==> config.mk <==
export PLATFORM = sky130hd
export DESIGN_NAME = hazard_forward_unit
export DESIGN_NICKNAME = d
export VERILOG_FILES = /design/src/rtl/pipe_ctrl_pkg.sv /design/src/rtl/forward_select_unit.sv /design/src/rtl/hazard_forward_unit.sv
export SDC_FILE = /design/constraint.sdc
export NUM_CORES = 1
export LEC_CHECK = 0
export BUFFER_PORTS_ARGS = -buffer_cell sky130_fd_sc_hd__buf_2
export CAP_MARGIN = 10
export CORE_ASPECT_RATIO = 0.5
export CORE_MARGIN = 4
export CORE_UTILIZATION = 45
export CTS_CLUSTER_SIZE = 8
export DETAILED_ROUTE_END_ITERATION = 12
export PLACE_DENSITY = 0.79
export SETUP_SLACK_MARGIN = 0.02
export SYNTH_ARGS = -nofsm -noshare
export SYNTH_HDL_FRONTEND = slang
export SYNTH_HIERARCHICAL = 1
export SYNTH_SLANG_ARGS = --single-unit
==> constraint.sdc <==
create_clock -name clk -period 3.55 [get_ports clk]
set_input_delay 0.355 -clock clk [delete_from_list [all_inputs] [get_ports clk]]
set_output_delay 0.355 -clock clk [all_outputs]
set_load 0.02 [all_outputs]
==> src/rtl/pipe_ctrl_pkg.sv <==
// Shared pipeline-control constants.
// The EX forwarding muxes and the hazard/forward control use the same select encoding.
package pipe_ctrl_pkg;

    localparam int unsigned FWD_SEL_W = 2;

    // Forwarding mux selects
    localparam logic [FWD_SEL_W-1:0] FWD_REG = 2'd0;   // register file operand
    localparam logic [FWD_SEL_W-1:0] FWD_EX  = 2'd1;   // EX/MEM result
    localparam logic [FWD_SEL_W-1:0] FWD_MEM = 2'd2;   // MEM/WB result

    // Hard-wired zero register specifier
    localparam logic [4:0] REG_ZERO = 5'd0;

endpackage

==> src/rtl/forward_select_unit.sv <==
// Forward select for one EX operand.
// Ports:
//   src                      operand specifier of the instruction in EX
//   exmem_v/rw/dest          EX/MEM shadow slot metadata
//   memwb_v/rw/dest          MEM/WB shadow slot metadata
//   sel                      forwarding mux select (combinational)
module forward_select_unit
    import pipe_ctrl_pkg::*;
#(
    parameter int unsigned REG_ADDR_W = 5
) (
    input  logic [REG_ADDR_W-1:0] src,
    input  logic                  exmem_v,
    input  logic                  exmem_rw,
    input  logic [REG_ADDR_W-1:0] exmem_dest,
    input  logic                  memwb_v,
    input  logic                  memwb_rw,
    input  logic [REG_ADDR_W-1:0] memwb_dest,
    output logic [FWD_SEL_W-1:0]  sel
);

    logic w_exmem_hit;
    logic w_memwb_hit;

    // $0 is never a forwarding source
    assign w_exmem_hit = exmem_v && exmem_rw
                      && (exmem_dest != REG_ADDR_W'(REG_ZERO))
                      && (exmem_dest == src);
    assign w_memwb_hit = memwb_v && memwb_rw
                      && (memwb_dest != REG_ADDR_W'(REG_ZERO))
                      && (memwb_dest == src);

    // Youngest producer (EX/MEM) wins
    always_comb begin
        sel = FWD_REG;
        if (w_exmem_hit) begin
            sel = FWD_EX;
        end else if (w_memwb_hit) begin
            sel = FWD_MEM;
        end
    end

endmodule

==> src/rtl/hazard_forward_unit.sv <==
// Hazard detection and forwarding control beside the ID stage.
// Tracks register-write metadata of the instructions in EX, MEM and WB in a
// shadow pipeline and derives EX forward selects, the ID bubble/stall controls,
// the IF/ID flush and a saturating stall-cycle counter.
// Ports:
//   clk, reset                  clock, synchronous active-high reset
//   id_*                        decoded fields of the instruction in ID
//   ex_branch_taken             branch in EX resolved taken
//   fwd_a, fwd_b                EX operand forward selects (combinational)
//   stall_sel                   bubble into ID/EX (combinational)
//   pc_write, ifid_write        PC / IF-ID load enables (combinational)
//   ifid_flush                  clear IF/ID on next edge (combinational)
//   stall_count                 registered saturating stall-cycle count
module hazard_forward_unit
    import pipe_ctrl_pkg::*;
#(
    parameter int unsigned REG_ADDR_W = 5,
    parameter int unsigned CNT_W      = 16
) (
    input  logic                  clk,
    input  logic                  reset,
    input  logic                  id_valid,
    input  logic [REG_ADDR_W-1:0] id_rs,
    input  logic [REG_ADDR_W-1:0] id_rt,
    input  logic                  id_uses_rs,
    input  logic                  id_uses_rt,
    input  logic [REG_ADDR_W-1:0] id_dest,
    input  logic                  id_reg_write,
    input  logic                  id_mem_read,
    input  logic                  id_jump,
    input  logic                  id_jr,
    input  logic                  ex_branch_taken,
    output logic [FWD_SEL_W-1:0]  fwd_a,
    output logic [FWD_SEL_W-1:0]  fwd_b,
    output logic                  stall_sel,
    output logic                  pc_write,
    output logic                  ifid_write,
    output logic                  ifid_flush,
    output logic [CNT_W-1:0]      stall_count
);

    localparam logic [REG_ADDR_W-1:0] ZERO_REG = REG_ADDR_W'(REG_ZERO);

    // ID/EX shadow slot
    logic                  r_idex_v;
    logic [REG_ADDR_W-1:0] r_idex_rs;
    logic [REG_ADDR_W-1:0] r_idex_rt;
    logic [REG_ADDR_W-1:0] r_idex_dest;
    logic                  r_idex_rw;
    logic                  r_idex_mr;
    // EX/MEM shadow slot
    logic                  r_exmem_v;
    logic [REG_ADDR_W-1:0] r_exmem_dest;
    logic                  r_exmem_rw;
    logic                  r_exmem_mr;
    // MEM/WB shadow slot
    logic                  r_memwb_v;
    logic [REG_ADDR_W-1:0] r_memwb_dest;
    logic                  r_memwb_rw;

    logic [CNT_W-1:0]      r_stall_count;

    logic w_load_use;
    logic w_jr_hazard;
    logic w_stall;
    logic w_idex_load;

    // A load in EX whose result the ID instruction needs
    assign w_load_use = r_idex_v && r_idex_mr && (r_idex_dest != ZERO_REG)
                     && ((id_uses_rs && (r_idex_dest == id_rs))
                      || (id_uses_rt && (r_idex_dest == id_rt)));

    // jr reads rs in ID, so it waits until its producer reaches MEM/WB
    assign w_jr_hazard = id_jr && (id_rs != ZERO_REG)
                      && ((r_idex_v  && r_idex_rw  && (r_idex_dest  == id_rs))
                       || (r_exmem_v && r_exmem_rw && (r_exmem_dest == id_rs)));

    // A taken branch squashes ID, so it also cancels any stall
    assign w_stall     = id_valid && (w_load_use || w_jr_hazard) && !ex_branch_taken;
    assign w_idex_load = id_valid && !w_stall && !ex_branch_taken;

    // Stall, enable and flush controls
    always_comb begin
        stall_sel  = 1'b0;
        pc_write   = 1'b1;
        ifid_write = 1'b1;
        ifid_flush = 1'b0;
        if (w_stall) begin
            stall_sel  = 1'b1;
            pc_write   = 1'b0;
            ifid_write = 1'b0;
        end
        if (ex_branch_taken || ((id_jump || id_jr) && !w_stall)) begin
            ifid_flush = 1'b1;
        end
    end

    // Shadow pipeline: shifts every cycle, ID/EX takes a bubble when not loading
    always_ff @(posedge clk) begin
        if (reset) begin
            r_idex_v     <= 1'b0;
            r_idex_rs    <= '0;
            r_idex_rt    <= '0;
            r_idex_dest  <= '0;
            r_idex_rw    <= 1'b0;
            r_idex_mr    <= 1'b0;
            r_exmem_v    <= 1'b0;
            r_exmem_dest <= '0;
            r_exmem_rw   <= 1'b0;
            r_exmem_mr   <= 1'b0;
            r_memwb_v    <= 1'b0;
            r_memwb_dest <= '0;
            r_memwb_rw   <= 1'b0;
        end else begin
            r_idex_v     <= w_idex_load;
            r_idex_rs    <= id_rs;
            r_idex_rt    <= id_rt;
            r_idex_dest  <= id_dest;
            r_idex_rw    <= id_reg_write && w_idex_load;
            r_idex_mr    <= id_mem_read && w_idex_load;
            r_exmem_v    <= r_idex_v;
            r_exmem_dest <= r_idex_dest;
            r_exmem_rw   <= r_idex_rw;
            r_exmem_mr   <= r_idex_mr;
            r_memwb_v    <= r_exmem_v;
            r_memwb_dest <= r_exmem_dest;
            r_memwb_rw   <= r_exmem_rw;
        end
    end

    // Saturating stall-cycle counter
    always_ff @(posedge clk) begin
        if (reset) begin
            r_stall_count <= '0;
        end else if (w_stall && (r_stall_count != {CNT_W{1'b1}})) begin
            r_stall_count <= r_stall_count + CNT_W'(1);
        end
    end

    assign stall_count = r_stall_count;

    // Load-data forwarding from EX/MEM is harmless: load-use stalls keep a
    // consumer out of EX while its load sits in EX/MEM.
    logic w_unused;
    assign w_unused = r_exmem_mr;

    forward_select_unit #(
        .REG_ADDR_W (REG_ADDR_W)
    ) u_fwd_a (
        .src        (r_idex_rs),
        .exmem_v    (r_exmem_v),
        .exmem_rw   (r_exmem_rw),
        .exmem_dest (r_exmem_dest),
        .memwb_v    (r_memwb_v),
        .memwb_rw   (r_memwb_rw),
        .memwb_dest (r_memwb_dest),
        .sel        (fwd_a)
    );

    forward_select_unit #(
        .REG_ADDR_W (REG_ADDR_W)
    ) u_fwd_b (
        .src        (r_idex_rt),
        .exmem_v    (r_exmem_v),
        .exmem_rw   (r_exmem_rw),
        .exmem_dest (r_exmem_dest),
        .memwb_v    (r_memwb_v),
        .memwb_rw   (r_memwb_rw),
        .memwb_dest (r_memwb_dest),
        .sel        (fwd_b)
    );

endmodule

=== After elaboration in Yosys (flattened, before gate mapping) ===
Cells that the tools add are included.

* Register bits: 48
* Word-level logic and storage cells: 66

* Add/sub/neg operators: 1
* Equal/unequal tests: 8
* Multiplexer cells: 7
* Reductions and logical operators: 37

{| class="wikitable"
|+ Operators by type and width
! cell !! number
|-
| $eq 5x5->1 || 7
|-
| $logic_and 1x1->1 || 26
|-
| $reduce_bool 5->1 || 4
|-
| $add 16x1->16 const B || 1
|-
| $ne 16x16->1 const B || 1
|-
| $mux 2 || 4
|-
| $logic_or 1x1->1 || 5
|-
| $mux 1 || 3
|-
| $logic_not 1->1 || 2
|}

=== Longest topological paths before layout ===
* Depth after elaboration: 11
* Gate-level depth with buffers: 10

=== Cells and area by module ===
The synthesis kept the hierarchy.

{| class="wikitable"
|+ Modules (own cells, without submodules)
! module !! instances !! cells each !! area each (um^2) !! sequential area each (um^2)
|-
| hazard_forward_unit || 1 || 212 || 2000.7 || 960.9
|-
| forward_select_unit || 2 || 20 || 165.2 || 0.0
|}

=== Least setup slack after synthesis ===
No wires, ideal clock.

* Path kind: register -> register
* Start: register r_stall_count[0] (netlist: stall_count[0])
* End: register r_stall_count[14] (netlist: stall_count[14])
* Setup time: 121 ps
* Arrival: 2143 ps
* Data required time: 3429 ps
* Path slack: 1286 ps
* Stages on the path, launching flop included: 10
* Buffers on the path: 1
* Path through: dfxtp_1 > ha_1 > nand2_1 > nor4_1 > nand2_1 > and4_4 > or2_1 > buf_6 > nand4_1 > mux2_2

* Longest elaborated chain between the ends: 2

{| class="wikitable"
|+ RTL lines
! item !! RTL line !! RTL
|-
| from (decl) || hazard_forward_unit.sv:61 || <nowiki>logic [CNT_W-1:0] r_stall_count;</nowiki>
|-
| from (signal assigned) || hazard_forward_unit.sv:136 || <nowiki>r_stall_count <= r_stall_count + CNT_W'(1);</nowiki>
|-
| parallel branches: the longest is 2 deep, another holds $add 16x1->16 || n/a ||
|}

Several ways; the timed one is not identified.
A chain may end at the register's enable or synchronous reset.

=== Worst setup path in the final report ===
* Start: register r_stall_count[0] (netlist: stall_count[0])
* End: register r_stall_count[3] (netlist: stall_count[3])

The elaborated chain is that of the path after synthesis.

==> results summary <==
The highest achievable clock rate came out at 402 MHz. Post-CTS repair changed the size of 0 cells. The total via count in the routed design came out at 1882.

The floorplan die width came out at 110 um. Port buffering added 48 buffers. The cell area reported after detailed placement came out at 0.00259 mm2. The longest clock path from root to sink contains 2 buffers. The core footprint came out at 0.00495 mm2. The post-route minimum period came out at 2.49 ns. In this run the worst setup path terminates at stall_count[3]$_SDFFE_PP0P_. The path class of the tightest hold or removal check is in -> reg. The synthesis-to-finish area growth came out at 15.9%.

Across the run, the number of max-cap violations was 0. In the layout the commonest cells are 48 x sky130_fd_sc_hd__buf_2, 48 x sky130_fd_sc_hd__dfxtp_1, 35 x sky130_fd_sc_hd__nor2b_1. The maximum number of pins on one net before global-route repair came out at 56. The HPWL after detailed placement is 3760 um.

After synthesis, the cell types taking the most area are sky130_fd_sc_hd__dfxtp_1 41%, sky130_fd_sc_hd__xnor2_1 11%, sky130_fd_sc_hd__nor2b_1 9.4%. The ratio of cells with drive above 1 in the final layout came out at 25.3%. The floorplan step set the die height to 58.9 um.

The portion of the clock cycle consumed by the worst path in the final layout came out at 70.1%. The H-tree was split into 2 levels. The antenna diode instance count came out at 0.

The top fanout value on the critical path is 15. The floorplan row count is 18. Among all flip-flop cells after synthesis, the most frequent one is sky130_fd_sc_hd__dfxtp_1. The number of buffers created by CTS is 5. The final wirelength is 5000 um.

The cell count after synthesis is 252. The startpoint identified for the worst register-to-register timing path is stall_count[0]$_SDFFE_PP0P_. The post-layout net count came out at 322. Post-CTS timing repair inserted 0 buffers for setup. Once detail routing completed, the nets flagged for antenna violations numbered 0. The I/O pin count is 49.

The analysis attributes to cell leakage a power of 1.04 nW. The worst setup path is of the reg -> reg kind. A synthesized cell averages 9.25 um2. In this run the register-to-register setup slack is 1.06 ns. The initial utilization of the core area, before any placement, comes to 47.0%.

The netlist area before placement came out at 0.00233 mm2. The register bit count reported by yosys came out at 48. The hold violation total from the final report came out at 0. The worst setup path is captured at a flip-flop. The first global-routing pass estimated 8490 um of wire. The start point of the critical path is stall_count[0]$_SDFFE_PP0P_. The number of antenna violations at the first check in global routing was 0. The largest area contributor in the netlist is sky130_fd_sc_hd__dfxtp_1. The worst ir drop on vdd is 0.198 mV. The remaining global-route overflow is 0. The first detailed-routing pass ran for 4 iterations. CTS saw 48 sinks. The total nets after synthesis is 278. Buffers inserted to repair hold after CTS numbered 0. The fraction of registers with async set/reset is 0%. The count of synthesis-stage warnings from yosys came out at 6. The total count of max-transition violations in the final report is 0. The run finished with clean final reports.

The relative slew slack came out at 39.3%. The area enclosed by the die boundary came out at 0.00647 mm2. The number of distinct standard cells referenced by the synthesized netlist came out at 47. Global routing consumed, over all layers together, 16.9% of the routing resources. Setup violations remaining at the end of the flow were counted as 0. After clock tree synthesis, the clock-pin slew on the worst setup and hold paths is 0.09 ns. At the end of routability-driven placement, the weighted congestion stood at 0.846. For the worst-skew pair, the clock arrives at the later sink with an insertion delay of 0.30 ns. The sum of negative setup slack is 0 ns. The worst setup skew after layout is 0.00704 ns. The post-route cell area is 0.00270 mm2. The routed via count divided by cell count is 5.13. Setup repair after global routing left no endpoint under its margin. The via count of the first global-routing pass was 1853. The violation count after the first detailed-route iteration came out at 93. The worst register-to-register path ends at stall_count[3]$_SDFFE_PP0P_. The critical path data required time is 3.75 ns. The power density normalized to cell area is 394 mW/mm2. The startpoint kind of the worst setup timing path is a flip-flop.

The number of enable flip-flop cells after synthesis came out at 0. After detailed routing, the number of remaining DRC violations is 0. The fraction of synthesized cell area taken by the top area cell type came out at 41.2%. The cell count of the worst reg-to-reg path is 8. The slew of the pin with the lowest slew margin is 0.911 ns.

TritonCTS built the clock tree. The critical path data arrival time came out at 2.69 ns. Clock tree synthesis selected as its root buffer the cell sky130_fd_sc_hd__clkbuf_8.

The fraction of the yosys area taken by sequential cells is 41.2%. Dividing the detail-routed wire length by the instance count gives 13.6 um.
## worst max-delay path, cell delays in order (launching register included)
cell	delay, ns
sky130_fd_sc_hd__dfxtp_1	0.42
sky130_fd_sc_hd__ha_1	0.24
sky130_fd_sc_hd__nand2_1	0.08
sky130_fd_sc_hd__nor4_1	0.33
sky130_fd_sc_hd__nand2_1	0.12
sky130_fd_sc_hd__and4_4	0.21
sky130_fd_sc_hd__or2_1	0.42
sky130_fd_sc_hd__nand4_1	0.21
sky130_fd_sc_hd__mux2_2	0.34
## state kept, by name, indices dropped and copies added, names as in the netlist
| signal | count |
|---|---|
| r_idex_dest | 5 |
| r_idex_rw | 1 |
| r_memwb_dest | 5 |
| r_exmem_rw | 1 |
| r_idex_rt | 5 |
| r_exmem_dest | 5 |
| r_memwb_rw | 1 |
| r_idex_v | 1 |
| stall_count | 16 |
| r_exmem_v | 1 |
| r_idex_rs | 5 |
| r_memwb_v | 1 |
| r_idex_mr | 1 |
## worst min-delay path by stage
stage | from | cells past startpoint | slack [ns] | end
floorplan | r_idex_rw$_SDFF_PP0_ | 1 | 0.44 | r_exmem_rw$_SDFF_PP0_
detailed placement | r_idex_rw$_SDFF_PP0_ | 1 | 0.46 | r_exmem_rw$_SDFF_PP0_
CTS | id_reg_write | 2 | 0.24 | r_idex_rw$_SDFF_PP0_
global route | id_reg_write | 2 | 0.22 | r_idex_rw$_SDFF_PP0_
finish | id_reg_write | 2 | 0.25 | r_idex_rw$_SDFF_PP0_
global placement | r_idex_rw$_SDFF_PP0_ | 1 | 0.46 | r_exmem_rw$_SDFF_PP0_
## cell type report
class,count,area (um2)
Timing Repair Buffer,48,240
Multi-Input combinational cell,186,1270
Clock inverter,3,46.3
Inverter,7,26.3
Clock buffer,5,68.8
Sequential cell,48,961
Fill cell,433,2250
Tap cell,70,87.6
## routing by layer
| metal | vias up | wire length [um] | track usage [%] |
|---|---|---|---|
| met1 | 893 | 2250 | 20.8 |
| met5 | - | 0 | 0 |
| li1 | 956 | - | - |
| met3 | 5 | 146 | 3.61 |
| met4 | 0 | 53 | 6.22 |
| met2 | 28 | 2550 | 29.4 |
## report_power, final
group / internal (W) / leakage [nW] / total, W / switching [W]
registers: 0.000553 / 0.392 / 0.000572 / 0.0000187
logic: 0.0000472 / 0.596 / 0.0000910 / 0.0000437
clock network: 0.000212 / 0.0548 / 0.000402 / 0.000190
## stage by stage
step                      worst slack [ns]  power (W)  std cells  util (%)  hold WS (ns)
after floorplan                       1.29   0.000643        252         -         0.438
after global placement                1.16   0.000671        359      52.2         0.458
after detailed placement              1.11   0.000675        359      52.2         0.455
after CTS                             1.08    0.00107        367      54.5         0.237
after global routing                 0.889    0.00112        367      54.5         0.223
final                                 1.06    0.00106        367      54.5         0.246
## kinds of logic after synthesis
group,count (synthesis),share of synthesized area [%]
muxes,7,3.33
and+or+nand+nor,115,28.0
xor gates and xnor gates,32,12.0
DFF,48,41.2
adders and majority gates,1,0.537
buffers and inverters,18,4.19
AOI/OAI and AO/OA,31,10.7
## cells in the mapped netlist (2+ instances only)
cell / count
sky130_fd_sc_hd__nand2_1: 12
sky130_fd_sc_hd__nand3_1: 8
sky130_fd_sc_hd__inv_1: 3
sky130_fd_sc_hd__nor2_1: 20
sky130_fd_sc_hd__nor3_1: 4
sky130_fd_sc_hd__o21ai_0: 6
sky130_fd_sc_hd__nor3_2: 2
sky130_fd_sc_hd__nor2b_1: 35
sky130_fd_sc_hd__nand4_1: 9
sky130_fd_sc_hd__a21oi_1: 7
sky130_fd_sc_hd__o211ai_1: 2
sky130_fd_sc_hd__mux2_2: 6
sky130_fd_sc_hd__dfxtp_1: 48
sky130_fd_sc_hd__clkinv_1: 4
sky130_fd_sc_hd__clkbuf_1: 5
sky130_fd_sc_hd__xor2_1: 2
sky130_fd_sc_hd__or4_1: 2
sky130_fd_sc_hd__a31o_2: 2
sky130_fd_sc_hd__o31ai_1: 2
sky130_fd_sc_hd__and3_1: 4
sky130_fd_sc_hd__nand4b_1: 2
sky130_fd_sc_hd__xnor2_1: 30
sky130_fd_sc_hd__and2_1: 5
sky130_fd_sc_hd__o2111ai_1: 2
sky130_fd_sc_hd__nor4_1: 3
sky130_fd_sc_hd__nand2b_1: 2
sky130_fd_sc_hd__o41ai_2: 2
sky130_fd_sc_hd__a2111oi_2: 2
sky130_fd_sc_hd__buf_4: 3
Note: power is estimated with default switching activity, not from simulation.
